<file path="config.mk">
export PLATFORM = sky130hd
export DESIGN_NAME = dna_reader
export DESIGN_NICKNAME = d
export VERILOG_FILES = /design/src/rtl/dna_pkg.sv /design/src/rtl/dna_prim_wrap.sv /design/src/rtl/dna_reader.sv
export SDC_FILE = /design/constraint.sdc
export NUM_CORES = 1
export LEC_CHECK = 0
export ABC_AREA = 1
export BUFFER_PORTS_ARGS = -buffer_cell sky130_fd_sc_hd__clkbuf_2
export CELL_PAD_IN_SITES_DETAIL_PLACEMENT = 0
export CELL_PAD_IN_SITES_GLOBAL_PLACEMENT = 2
export CORE_AREA = 2 2 139 141
export CTS_CLUSTER_DIAMETER = 50
export DETAILED_ROUTE_END_ITERATION = 6
export DIE_AREA = 0 0 141 143
export PLACE_DENSITY_LB_ADDON = 0.3
export SYNTH_ARGS = -nofsm -noshare
export SYNTH_HDL_FRONTEND = slang
export SYNTH_SLANG_ARGS = --single-unit
export TNS_END_PERCENT = 30
</file>
<file path="constraint.sdc">
create_clock -name sys_clk -period 10.3 [get_ports sys_clk]
set_clock_uncertainty 0.1 [all_clocks]
set_input_delay 3.09 -clock sys_clk [delete_from_list [all_inputs] [get_ports sys_clk]]
set_output_delay 3.09 -clock sys_clk [all_outputs]
set_load 0.005 [all_outputs]
</file>
<file path="src/rtl/dna_pkg.sv">
`default_nettype none
// ============================================================================
// Module      : dna_pkg
// Description : Shared types, widths and helpers for the device-DNA reader.
// Revision    : 1.0 - initial release
// ============================================================================
package dna_pkg;

    localparam int DNA_W_7S = 57;
    localparam int DNA_W_US = 96;

    typedef enum logic [1:0] {
        IDLE  = 2'd0,
        LOAD  = 2'd1,
        SHIFT = 2'd2,
        DONE  = 2'd3
    } dna_state_t;

    // Bit counter must reach DNA_WIDTH itself (the final sample-only bit-cycle).
    function automatic int dna_cnt_bw(input int width);
        return $clog2(width + 1);
    endfunction

endpackage
`default_nettype wire

</file>
<file path="src/rtl/dna_prim_wrap.sv">
`default_nettype none
// ============================================================================
// Module      : dna_prim_wrap
// Description : DNA primitive selected by ID width (DNA_PORT / DNA_PORTE2).
// Revision    : 1.0 - initial release
// ============================================================================
module dna_prim_wrap
    import dna_pkg::*;
#(
    parameter int                   DNA_WIDTH     = DNA_W_7S,
    parameter logic [DNA_WIDTH-1:0] SIM_DNA_VALUE = '0
) (
    input  logic clk,
    input  logic read,
    input  logic shift,
    output logic dout
);

    localparam logic c_DIN = 1'b0;

    // READ loads the ID, SHIFT moves it toward DOUT, MSB first; DIN is tied low.
    generate
        if (DNA_WIDTH == DNA_W_7S) begin : g_dna_port
            logic [DNA_W_7S-1:0] r_sr;
            always_ff @(posedge clk) begin
                if (read) begin
                    r_sr <= SIM_DNA_VALUE;
                end else if (shift) begin
                    r_sr <= {r_sr[DNA_W_7S-2:0], c_DIN};
                end
            end
            assign dout = r_sr[DNA_W_7S-1];
        end else if (DNA_WIDTH == DNA_W_US) begin : g_dna_porte2
            logic [DNA_W_US-1:0] r_sr;
            always_ff @(posedge clk) begin
                if (read) begin
                    r_sr <= SIM_DNA_VALUE;
                end else if (shift) begin
                    r_sr <= {r_sr[DNA_W_US-2:0], c_DIN};
                end
            end
            assign dout = r_sr[DNA_W_US-1];
        end else begin : g_bad_width
            $error("dna_prim_wrap: DNA_WIDTH must be 57 or 96");
            assign dout = 1'b0;
        end
    endgenerate

endmodule
`default_nettype wire

</file>
<file path="src/rtl/dna_reader.sv">
`default_nettype none
// ============================================================================
// Module      : dna_reader
// Description : Reads the factory DNA through a divided DNA clock, with
//               auto/on-demand reads and a masked licence-ID compare.
// Revision    : 1.0 - initial release
// ============================================================================
module dna_reader
    import dna_pkg::*;
#(
    parameter int                   DNA_WIDTH     = DNA_W_7S,
    parameter int                   CLK_DIV       = 2,
    parameter bit                   AUTO_RD       = 1'b1,
    parameter logic [DNA_WIDTH-1:0] EXPECT_ID     = '0,
    parameter logic [DNA_WIDTH-1:0] EXPECT_MASK   = '0,
    parameter logic [DNA_WIDTH-1:0] SIM_DNA_VALUE = DNA_WIDTH'(57'h1dc_ba98_7654_3210)
) (
    input  logic                 sys_clk,
    input  logic                 sys_rst,
    input  logic                 rd_req,
    output logic                 dna_busy,
    output logic                 dna_vld,
    output logic                 dna_rdy,
    output logic [DNA_WIDTH-1:0] dna_id,
    output logic                 id_match
);

    localparam int                 c_BIT_W      = dna_cnt_bw(DNA_WIDTH);
    localparam int                 c_DIV_W      = (CLK_DIV > 1) ? $clog2(CLK_DIV) : 1;
    localparam logic [c_BIT_W-1:0] c_LAST_BIT   = c_BIT_W'(DNA_WIDTH);
    localparam logic [c_BIT_W-1:0] c_LAST_SHIFT = c_BIT_W'(DNA_WIDTH - 1);
    localparam logic [c_DIV_W-1:0] c_DIV_MAX    = c_DIV_W'(CLK_DIV - 1);

    generate
        if (CLK_DIV < 1) begin : g_bad_div
            $error("dna_reader: CLK_DIV must be >= 1");
        end
    endgenerate

    logic [1:0]           r_rst_sync;
    logic                 w_rst;
    dna_state_t           r_state;
    dna_state_t           w_state_nxt;
    logic                 w_start;
    logic                 r_auto_pend;
    logic                 r_dna_clk;
    logic                 r_read;
    logic                 r_shift;
    logic [c_DIV_W-1:0]   r_div;
    logic [c_BIT_W-1:0]   r_bit;
    logic [DNA_WIDTH-1:0] r_cap;
    logic                 w_dout;
    logic                 w_active;
    logic                 w_tick;
    logic                 w_rise;
    logic                 w_fall;
    logic                 w_last_bit;
    logic                 w_cap_match;
    logic                 r_vld;
    logic                 r_rdy;
    logic [DNA_WIDTH-1:0] r_id;
    logic                 r_match;

    // Reset asserts asynchronously but is released on a clock edge.
    always_ff @(posedge sys_clk or posedge sys_rst) begin
        if (sys_rst) begin
            r_rst_sync <= 2'b11;
        end else begin
            r_rst_sync <= {r_rst_sync[0], 1'b0};
        end
    end
    assign w_rst = r_rst_sync[1];

    assign w_active   = (r_state == LOAD) || (r_state == SHIFT);
    assign w_tick     = w_active && (r_div == c_DIV_MAX);
    assign w_rise     = w_tick && !r_dna_clk;
    assign w_fall     = w_tick && r_dna_clk;
    assign w_last_bit = (r_bit == c_LAST_BIT);

    always_ff @(posedge sys_clk or posedge w_rst) begin
        if (w_rst) begin
            r_state <= IDLE;
        end else begin
            r_state <= w_state_nxt;
        end
    end

    always_comb begin
        w_state_nxt = r_state;
        w_start     = 1'b0;
        case (r_state)
            IDLE: begin
                if (r_auto_pend || rd_req) begin
                    w_state_nxt = LOAD;
                    w_start     = 1'b1;
                end
            end
            LOAD:    if (w_fall) w_state_nxt = SHIFT;
            SHIFT:   if (w_fall && w_last_bit) w_state_nxt = DONE;
            DONE:    w_state_nxt = IDLE;
            default: w_state_nxt = IDLE;
        endcase
    end

    // READ/SHIFT only move on the falling DNA-clock edge for a full half-period of setup.
    always_ff @(posedge sys_clk or posedge w_rst) begin
        if (w_rst) begin
            r_auto_pend <= AUTO_RD;
            r_dna_clk   <= 1'b0;
            r_read      <= 1'b0;
            r_shift     <= 1'b0;
            r_div       <= '0;
            r_bit       <= '0;
            r_cap       <= '0;
        end else if (w_start) begin
            r_auto_pend <= 1'b0;
            r_dna_clk   <= 1'b0;
            r_read      <= 1'b1;
            r_shift     <= 1'b0;
            r_div       <= '0;
            r_bit       <= '0;
        end else if (w_tick) begin
            r_div     <= '0;
            r_dna_clk <= ~r_dna_clk;
            if (w_rise && (r_bit != '0)) begin
                r_cap <= {r_cap[DNA_WIDTH-2:0], w_dout};
            end
            if (w_fall && !w_last_bit) begin
                r_bit   <= r_bit + c_BIT_W'(1);
                r_read  <= 1'b0;
                r_shift <= (r_bit < c_LAST_SHIFT);
            end
        end else if (w_active) begin
            r_div <= r_div + c_DIV_W'(1);
        end
    end

    assign w_cap_match = ((r_cap & EXPECT_MASK) == (EXPECT_ID & EXPECT_MASK)) &&
                         (EXPECT_MASK != '0);

    always_ff @(posedge sys_clk or posedge w_rst) begin
        if (w_rst) begin
            r_vld   <= 1'b0;
            r_rdy   <= 1'b0;
            r_id    <= '0;
            r_match <= 1'b0;
        end else begin
            r_vld <= (r_state == DONE);
            if (r_state == DONE) begin
                r_rdy   <= 1'b1;
                r_id    <= r_cap;
                r_match <= w_cap_match;
            end else if (w_start) begin
                r_rdy <= 1'b0;
            end
        end
    end

    dna_prim_wrap #(
        .DNA_WIDTH     (DNA_WIDTH),
        .SIM_DNA_VALUE (SIM_DNA_VALUE)
    ) u_dna_prim (
        .clk   (r_dna_clk),
        .read  (r_read),
        .shift (r_shift),
        .dout  (w_dout)
    );

    assign dna_busy = (r_state != IDLE);
    assign dna_vld  = r_vld;
    assign dna_rdy  = r_rdy;
    assign dna_id   = r_id;
    assign id_match = r_match;

endmodule
`default_nettype wire

</file>
==> impl_metrics.toml, run 1 <==
[drt]
route.vias.total = 4759
drt-pass1-iter-count = 6
drt_first_iter_violations = 265
route.detailed.wl_per_inst_um = 11.9
ant_nets = 0
detail_route.drc_violations = 0
totalWireLength_um = 12600
via_per_inst = 4.50

[yosys]
synthesis.yosys.warnings = 0
synth.top_cell.area_share_pct = 43.6
ys_seq_elements = 184
synth_commonest_cells = "sky130_fd_sc_hd__nand2_1, sky130_fd_sc_hd__dfrtp_1, sky130_fd_sc_hd__o21ai_0, sky130_fd_sc_hd__inv_1, sky130_fd_sc_hd__nor2_1"
synthFlopType = "sky130_fd_sc_hd__dfrtp_1"
ys_seq_area_share_pct = 59.1
synth_area_per_cell_sq_um = 9.60
ys_async_sr_fraction_pct = 71.2
yosys-top-cells-area = "sky130_fd_sc_hd__dfrtp_1, sky130_fd_sc_hd__dfxtp_1, sky130_fd_sc_hd__nand2_1"
syn-instance-count = 765
yosysUniqueCellTypes = 31
yosysMostFrequentCell = "sky130_fd_sc_hd__nand2_1"
syn_area_sq_mm = 0.00734
synth_enable_flop_cells = 0
synth_area_leader_cell = "sky130_fd_sc_hd__dfrtp_1"

[place]
globalplace.congestion = 0.732
place.port_buffers = 62
place.detailed.hpwl_um = 7920

[global_route]
first_global_vias = 4736
groute.usage.overall_pct = 13.6
grt_max_degree = 114
initial_antenna_violation_count = 0
grt_first_pass_wirelength_um = 22300
grt_overflow = 0

[setup_path]
crit_path_max_incr_delay_ns = 0.40
timing.reg2reg.worst_path_depth = 6
critPathRequiredTime_ns = 7.11
slowest_cp_cell = "sky130_fd_sc_hd__dfrtp_1"
worstSetupEndpointType = "output port"
critPathMaxFanout = 4
arrival_ns = 1.36
cp_cell_sequence = "inv_1 > ha_1 > inv_2 > clkbuf_2"
r2r_slack_ns = 7.94
worst_setup_path_start_kind = "register"
critical_path_class = "reg2out"

[sta]
final.period_utilization_pct = 44.2
rsz0062_at_grt = "false"
max_freq_ghz = 0.220
maxSlewViolCount = 0
tightest_slew_ns = 0.962
setup-tns-final_ns = 0
unconstrained_endpoints = 53
count_of_unclocked_register_or_latch_pins = 53
max_slew_margin_pct = 35.8
final_period_minus_worst_setup_slack_ns = 4.55
final-hold-violation-count = 0
report.final.setup_viol = 0

[die]
io-pin-count = 64
chipHeight_um = 143
effective_utilization_at_floorplan_pct = 39.5
fp.dieArea_sq_mm = 0.0202
placeableCoreArea_sq_mm = 0.0186
die_w_um = 141
rows = 50

[power_and_ir_drop]
max-vdd-ir-drop_mv = 0.110
p_leak_nw = 3.83
total_power_mw = 1.10
power_density_mw_per_mm2 = 133

[finish]
antenna-diode-count = 0
area_growth_pct = 12.7
drive_gt1_share_pct = 26.1
fillers = 1798
fin_nets = 821

[clocking]
hold_buffers = 0
number_of_cts_inserted_buffers = 17
post_cts_resize_count = 0
number_of_buffers_between_clock_root_and_the_deepest_sink = 2
cts.clk_slew.worst_paths_ns = 0.06
postCtsSetupRepairBufs = 0
insertion_delay_ns = 0.42
htreeDepth = 4
clockRootBuffer = "sky130_fd_sc_hd__clkbuf_16"
cts_tree = "yes"

[flow_run]
maxCapViolations = 0

[outcome]
outcome = "finished clean"

[hold_path]
hold_path.class = "reg2async"
[routing by layer]
layer,vias up,track usage (%),wire length [um]
li1,2491,-,-
met1,2186,17.7,6330
met2,65,22.1,5700
met3,17,3.49,359
met4,0,4.74,191
met5,-,0,0
[logic make-up (layout without fill, tap and decap cells)]
family,count (synthesis),count (layout),synth area share [%]
AND/OR/NAND/NOR,303,303,18.4
flip-flops,184,184,59.1
AO/OA/AOI/OAI,147,147,12.8
buffers and inverters,120,177,8.02
adder cells (fa/ha/maj),8,8,1.36
XOR/XNOR,2,2,0.239
other,1,2,0.0511
[final timing paths]
path / end / from
worst min-delay path: r_bit[4] / r_rst_sync[1]
max in group asynchronous: r_rst_sync[0] / sys_rst
min in group sys_clk: r_rst_sync[1] / r_rst_sync[0]
worst max-delay path: dna_busy / r_state[0]
worst min register to register: r_bit[4] / r_rst_sync[1]
worst max register to register: r_cap[53] / r_state[0]
[state kept, by name, summed over array words and instances (netlist names)]
| name | count |
|---|---|
| dna_vld | 1 |
| r_cap | 57 |
| r_bit | 6 |
| r_state | 2 |
| r_div | 1 |
| r_read | 1 |
| u_dna_prim.g_dna_port.r_sr | 53 |
| r_rst_sync | 2 |
| r_dna_clk | 1 |
| dna_id | 57 |
| dna_rdy | 1 |
| r_shift | 1 |
| r_auto_pend | 1 |
[placed cells by master, fill, tap and decap left out, drive strengths merged]
cell type	instances
nand2	196
o21ai	144
dfrtp	128
inv	83
clkbuf	79
nor2	63
dfxtp	53
nand3	40
ha	8
clkinv	7
buf	6
dfstp	3
nand4	3
xor2	2
conb	2
clkinvlp	2
a21oi	2
or2	1
o21bai	1
[report_power, final]
group,internal (mW),switching (mW)
clock,0.320,0.252
sequential,0.515,0.000202
combinational,0.000641,0.0101
total,0.836,0.262
[critical path, delay by kind of cell (launching register included)]
kind / cells / cell delay, ns
flops: 1 / 0.40
buf+inv: 3 / 0.30
fa+ha+maj: 1 / 0.25
[cell type report]
cell class / instances / area [sq um] / area share [%]
clock buffers: 17 / 425 / 5.14
clock inverters: 15 / 143 / 1.72
inverters: 77 / 292 / 3.52
multi-input cells: 462 / 2420 / 29.3
flip-flops and latches: 184 / 4340 / 52.5
well taps: 234 / 293 / 3.54
repair buffers: 68 / 355 / 4.29
[stage by stage]
step | utilization [%] | std cells | hold slack (ns) | cell area [sq um] | setup slack, ns
final | 44.5 | 1057 | 0.258 | 8280 | 5.75
after global routing | 44.5 | 1057 | 0.264 | 8280 | 5.66
after CTS | 44.5 | 1057 | 0.260 | 8280 | 5.72
after detailed placement | 41.5 | 1025 | 0.250 | 7710 | 5.58
after global placement | 41.5 | 1025 | 0.248 | 7710 | 5.66
after floorplan | - | 766 | 0.245 | 7350 | 6.25
No activity file was read; power rests on OpenSTA's default activity.
==> inputs of run 2 (changes only) <==
--- a/config.mk
+++ b/config.mk
@@ -9,10 +9,10 @@
 export BUFFER_PORTS_ARGS = -buffer_cell sky130_fd_sc_hd__clkbuf_2
 export CELL_PAD_IN_SITES_DETAIL_PLACEMENT = 0
 export CELL_PAD_IN_SITES_GLOBAL_PLACEMENT = 2
-export CORE_AREA = 2 2 139 141
+export CORE_AREA = 2 2 150 152
 export CTS_CLUSTER_DIAMETER = 50
 export DETAILED_ROUTE_END_ITERATION = 6
-export DIE_AREA = 0 0 141 143
+export DIE_AREA = 0 0 152 154
 export PLACE_DENSITY_LB_ADDON = 0.3
 export SYNTH_ARGS = -nofsm -noshare
 export SYNTH_HDL_FRONTEND = slang
==> constraint.sdc (replaced) <==
create_clock -name sys_clk -period 3.85 [get_ports sys_clk]
set_clock_uncertainty 0.1 [all_clocks]
set_input_delay 1.155 -clock sys_clk [delete_from_list [all_inputs] [get_ports sys_clk]]
set_output_delay 1.155 -clock sys_clk [all_outputs]
set_load 0.005 [all_outputs]
==> impl_metrics.toml, run 2 (synthesized netlist as in run 1, its figures left out) <==
[outcome]
outcome = "finished clean"

[setup_path]
critPathCapture = "dna_busy"
startpoint = "r_state[0]"
timing.reg2reg.worst_path_depth = 6
r2r_slack_ns = 1.40
crit_path_max_incr_delay_ns = 0.40
worstSetupEndpointType = "output port"
worst_setup_path_start_kind = "register"
critical_path_cell_count = 4
arrival_ns = 1.38
worstReg2RegEnd = "r_cap[53]"
critPathMaxFanout = 4
timing.critical_path.buf_inv = 3
critPathRequiredTime_ns = 2.59
cp_cell_sequence = "inv_1 > ha_1 > inv_2 > clkbuf_2"
slowest_cp_cell = "sky130_fd_sc_hd__dfrtp_1"
critical_path_class = "reg2out"
crit_family = "flip-flops"
critical_path.reg2reg.startpoint = "r_state[0]"

[drt]
via_per_inst = 4.40
drt_first_iter_violations = 253
totalWireLength_um = 13200
route.detailed.wl_per_inst_um = 11.9
route.vias.total = 4844
ant_nets = 0
detail_route.drc_violations = 0
drt-pass1-iter-count = 4

[die]
chipHeight_um = 154
placeableCoreArea_sq_mm = 0.0217
rows = 54
die_w_um = 152
fp.dieArea_sq_mm = 0.0234
effective_utilization_at_floorplan_pct = 33.9
io-pin-count = 64

[flow_run]
maxCapViolations = 0

[finish]
antenna-diode-count = 0
drive_gt1_share_pct = 26.2
most-common-layout-cells = "sky130_fd_sc_hd__nand2_1, sky130_fd_sc_hd__dfrtp_1, sky130_fd_sc_hd__o21ai_0"
final_common_cell = "sky130_fd_sc_hd__nand2_1"
area_growth_pct = 14.7
fin_nets = 820
finalCoreUtilization_pct = 38.8
finalInstanceArea_sq_mm = 0.00843

[clocking]
cts_tree = "yes"
clockRootBuffer = "sky130_fd_sc_hd__clkbuf_16"
number_of_cts_inserted_buffers = 17
postCtsSetupRepairBufs = 0
number_of_buffers_between_clock_root_and_the_deepest_sink = 2
htreeDepth = 4
insertion_delay_ns = 0.41
post_cts_resize_count = 0
hold_buffers = 0
cts.clk_slew.worst_paths_ns = 0.06

[sta]
final.period_utilization_pct = 68.4
report.final.setup_viol = 0
count_of_unclocked_register_or_latch_pins = 53
max_freq_ghz = 0.380
fin_hold_ws_ns = 0.257
max_slew_margin_pct = 31.7
final-hold-violation-count = 0
setup-tns-final_ns = 0
tightest_slew_ns = 1.02
maxSlewViolCount = 0
unconstrained_endpoints = 53
final_period_minus_worst_setup_slack_ns = 2.63
rsz0062_at_grt = "false"

[global_route]
grt_first_pass_wirelength_um = 23500
grt_max_degree = 114
initial_antenna_violation_count = 0
groute.usage.overall_pct = 12.0
first_global_vias = 4848
grt_overflow = 0

[place]
globalplace.congestion = 0.681
place.port_buffers = 62
place.detailed.hpwl_um = 8490
placed_area_sq_mm = 0.00778

[power_and_ir_drop]
power_density_mw_per_mm2 = 372
max-vdd-ir-drop_mv = 0.226
total_power_mw = 3.14
p_leak_nw = 3.86

[hold_path]
hold_path.class = "reg2reg"
==> run 2: changes by cell type in the layout (fill, tap and decap cells not counted) <==
cell,before,now
sky130_fd_sc_hd__buf_4,6,3
sky130_fd_sc_hd__buf_12,0,2
sky130_fd_sc_hd__dfrtp_2,0,1
sky130_fd_sc_hd__inv_8,4,1
sky130_fd_sc_hd__clkbuf_8,0,1
sky130_fd_sc_hd__inv_4,1,0
sky130_fd_sc_hd__clkinv_8,1,0
sky130_fd_sc_hd__bufinv_16,0,4
sky130_fd_sc_hd__clkinvlp_4,2,5
sky130_fd_sc_hd__clkinv_4,2,1
sky130_fd_sc_hd__dfrtp_1,128,127
sky130_fd_sc_hd__inv_6,5,3
==> run 2: how the worst min path moves through the flow <==
stage | startpoint | to | slack [ns] | cells past startpoint
5_1_grt | r_rst_sync[0] | r_rst_sync[1] | 0.26 | 0
4_1_cts | r_rst_sync[0] | r_rst_sync[1] | 0.26 | 0
6_report | r_rst_sync[0] | r_rst_sync[1] | 0.26 | 0
2_1_floorplan | r_rst_sync[0] | r_rst_sync[1] | 0.25 | 0
3_3_place_gp | r_rst_sync[0] | r_rst_sync[1] | 0.25 | 0
3_5_place_dp | r_rst_sync[0] | r_rst_sync[1] | 0.25 | 0
==> run 2: area by class of cell <==
type | count | area (sq um)
inverters | 77 | 293
clock buffers | 18 | 439
fillers | 2218 | 13300
clock inverters | 14 | 201
multi-input cells | 462 | 2420
repair buffers | 67 | 373
well taps | 280 | 350
flip-flops and latches | 184 | 4340
==> run 2: per-stage QoR <==
step | worst slack [ns] | std cells
4_1_cts | 1.17 | 1102
3_5_place_dp | 0.993 | 1070
3_3_place_gp | 1.10 | 1070
5_1_grt | 1.07 | 1102
6_report | 1.22 | 1102
2_1_floorplan | 1.74 | 766
==> run 2: worst reg2reg max path, stage by stage (launching register included) <==
cell and delay (ns):
sky130_fd_sc_hd__dfrtp_1 0.40, sky130_fd_sc_hd__inv_1 0.10, sky130_fd_sc_hd__ha_1 0.36, sky130_fd_sc_hd__nand3_1 0.15, sky130_fd_sc_hd__nor2_4 0.21, sky130_fd_sc_hd__nand2_8 0.45
sky130_fd_sc_hd__o21ai_0 0.58
==> run 2: routing by layer <==
layer  vias to the layer above  part of all wire, %  track usage, %
met1                      2279                   49            15.6
li1                       2501                    -               -
met5                         -                    0               0
met2                        54                   47            19.7
met3                        10                  3.3            3.44
met4                         0                  1.0            3.69
==> run 2: where the power goes <==
| part | leakage, nW | switching (mW) | internal (mW) |
|---|---|---|---|
| Clock | 0.301 | 0.616 | 1.11 |
| Sequential | 2.20 | 0.000542 | 1.38 |
| Combinational | 1.36 | 0.0279 | 0.00320 |
| Total | 3.86 | 0.645 | 2.49 |
==> inputs of run 3 (changes only) <==
--- a/config.mk
+++ b/config.mk
@@ -5,14 +5,14 @@
 export SDC_FILE = /design/constraint.sdc
 export NUM_CORES = 1
 export LEC_CHECK = 0
-export ABC_AREA = 1
+export ABC_AREA = 0
 export BUFFER_PORTS_ARGS = -buffer_cell sky130_fd_sc_hd__clkbuf_2
 export CELL_PAD_IN_SITES_DETAIL_PLACEMENT = 0
 export CELL_PAD_IN_SITES_GLOBAL_PLACEMENT = 2
-export CORE_AREA = 2 2 150 152
+export CORE_AREA = 2 2 140 142
 export CTS_CLUSTER_DIAMETER = 50
 export DETAILED_ROUTE_END_ITERATION = 6
-export DIE_AREA = 0 0 152 154
+export DIE_AREA = 0 0 142 144
 export PLACE_DENSITY_LB_ADDON = 0.3
 export SYNTH_ARGS = -nofsm -noshare
 export SYNTH_HDL_FRONTEND = slang
==> constraint.sdc (replaced) <==
create_clock -name sys_clk -period 2.15 [get_ports sys_clk]
set_clock_uncertainty 0.1 [all_clocks]
set_input_delay 0.645 -clock sys_clk [delete_from_list [all_inputs] [get_ports sys_clk]]
set_output_delay 0.645 -clock sys_clk [all_outputs]
set_load 0.005 [all_outputs]
==> impl_metrics.toml, run 3 <==
[global_route]
first_global_vias = 3917
grt_max_degree = 102
grt_overflow = 0
grt_first_pass_wirelength_um = 19600
initial_antenna_violation_count = 0
groute.usage.overall_pct = 12.1

[yosys]
syn_area_sq_mm = 0.00706
synth.top_cell.area_share_pct = 45.3
synth_commonest_cells = "sky130_fd_sc_hd__dfrtp_1, sky130_fd_sc_hd__mux2_2, sky130_fd_sc_hd__dfxtp_1, sky130_fd_sc_hd__nor2_1, sky130_fd_sc_hd__mux2_4"
ys_seq_area_share_pct = 61.5
ys_async_sr_fraction_pct = 71.2
synth_area_per_cell_sq_um = 14.2
synthesis.yosys.warnings = 0
synthFlopType = "sky130_fd_sc_hd__dfrtp_1"
synth_enable_flop_cells = 0
yosys-top-cells-area = "sky130_fd_sc_hd__dfrtp_1, sky130_fd_sc_hd__dfxtp_1, sky130_fd_sc_hd__mux2_2"
syn-instance-count = 497
yosysMostFrequentCell = "sky130_fd_sc_hd__dfrtp_1"
yosysUniqueCellTypes = 36
ys_seq_elements = 184
synth_area_leader_cell = "sky130_fd_sc_hd__dfrtp_1"

[sta]
final-hold-violation-count = 0
tightest_slew_ns = 0.820
max_slew_margin_pct = 45.0
max_freq_ghz = 0.488
setup-tns-final_ns = 0
unconstrained_endpoints = 53
final.period_utilization_pct = 95.3
final_period_minus_worst_setup_slack_ns = 2.05
rsz0062_at_grt = "false"
maxSlewViolCount = 0
report.final.setup_viol = 0
count_of_unclocked_register_or_latch_pins = 53

[die]
placeableCoreArea_sq_mm = 0.0191
io-pin-count = 64
effective_utilization_at_floorplan_pct = 37.0
fp.dieArea_sq_mm = 0.0204
die_w_um = 142
rows = 51
chipHeight_um = 144

[clocking]
cts_tree = "yes"
cts.clk_slew.worst_paths_ns = 0.06
htreeDepth = 4
insertion_delay_ns = 0.41
number_of_buffers_between_clock_root_and_the_deepest_sink = 2
clockRootBuffer = "sky130_fd_sc_hd__clkbuf_16"
hold_buffers = 0
number_of_cts_inserted_buffers = 17

[place]
place.detailed.hpwl_um = 7440
globalplace.congestion = 0.671
place.port_buffers = 62
post-place-cells = 779

[setup_path]
critPathRequiredTime_ns = 1.40
worstSetupEndpointType = "output port"
arrival_ns = 1.30
worst_setup_path_start_kind = "register"
critical_path_class = "reg2out"
critPathMaxFanout = 4
timing.reg2reg.worst_path_depth = 7

[finish]
fillers = 1730
stdcell_count = 811
most-common-layout-cells = "sky130_fd_sc_hd__dfrtp_1, sky130_fd_sc_hd__mux2_2, sky130_fd_sc_hd__clkbuf_2"
final_common_cell = "sky130_fd_sc_hd__dfrtp_1"
antenna-diode-count = 0
area_growth_pct = 17.2
sequential_cell_area_sq_mm = 0.00434
multi_input_logic_area_sq_mm = 0.00256
drive_gt1_share_pct = 40.0
fin_nets = 571

[drt]
detail_route.drc_violations = 0
route.vias.total = 3861
route.detailed.wl_per_inst_um = 14.0
drt-pass1-iter-count = 4
totalWireLength_um = 11400
via_per_inst = 4.76
ant_nets = 0
drt_first_iter_violations = 131

[flow_run]
maxCapViolations = 0

[outcome]
outcome = "finished clean"

[power_and_ir_drop]
total_power_mw = 5.38
max-vdd-ir-drop_mv = 0.542
power_density_mw_per_mm2 = 649
p_leak_nw = 4.52

[hold_path]
hold_path.class = "in2async"
## run 3: final cells by class
type	instances	share of cell area (%)
clock buffer	17	5.14
clock inverter	15	2.06
inverter	8	0.408
multi-input combinational	277	30.9
sequential	184	52.5
tap	238	3.60
timing repair buffer	72	5.41
## run 3: path summary, 6_finish.rpt
kind                                       to           from  slack (ns)
min in group sys_clk            r_rst_sync[1]  r_rst_sync[0]        0.26
worst min-delay path            r_rst_sync[1]        sys_rst        0.13
worst max-delay path                 dna_busy     r_state[1]        0.10
worst min register to register  r_rst_sync[1]  r_rst_sync[0]        0.26
max in group asynchronous             r_shift  r_rst_sync[1]        1.19
worst max register to register       r_cap[2]     r_state[1]        0.23
## run 3: through the flow
step / hold slack, ns / area (sq um) / setup slack (ns) / utilization (%)
CTS: 0.114 / 8270 / 0.0212 / 43.3
detailed placement: 0.249 / 7670 / 0.126 / 40.2
floorplan: 0.245 / 7070 / 0.0833 / -
finish: 0.129 / 8280 / 0.101 / 43.4
global route: 0.122 / 8280 / 0.0312 / 43.4
global placement: 0.248 / 7670 / 0.179 / 40.2
## run 3: cell families after synthesis
family                   count (synthesis)  synth area share, %
AO/OA/AOI/OAI                           35                 4.02
XOR/XNOR                                 6                0.744
adder cells (fa/ha/maj)                  8                 1.42
buffers and inverters                   37                 2.64
flip-flops                             184                 61.5
multiplexers                           143                 23.9
other                                    1               0.0531
AND/OR/NAND/NOR                         83                 5.74
## run 3: where the power goes
part	internal (mW)	leakage (nW)	switching (mW)
logic	0.00684	2.04	0.0473
registers	2.47	2.20	0.000958
clock network	1.74	0.288	1.11
## run 3: timing repair
| action | 4_1_cts | 5_1_grt |
|---|---|---|
| gates resized for setup | 2 | 1 |
| endpoints found under the setup margin | 1 | 1 |
| hold endpoints to repair | 0 | 0 |
| setup buffers | 0 | 0 |
## run 3: per-layer routing
| layer | track usage (%) | part of all wire [%] | up-vias | wire length [um] |
|---|---|---|---|---|
| met2 | 19.4 | 48 | 50 | 5470 |
| met3 | 3.38 | 3.5 | 9 | 398 |
| met4 | 4.58 | 1.3 | 0 | 145 |
| li1 | - | - | 1846 | - |
| met5 | 0 | 0 | - | 0 |
| met1 | 15.6 | 47 | 1956 | 5370 |
## run 3: worst max-delay path: stages (launching register included)
cell,delay [ns]
sky130_fd_sc_hd__dfrtp_1,0.41
sky130_fd_sc_hd__inv_1,0.15
sky130_fd_sc_hd__ha_4,0.16
sky130_fd_sc_hd__inv_1,0.05
sky130_fd_sc_hd__clkbuf_2,0.12
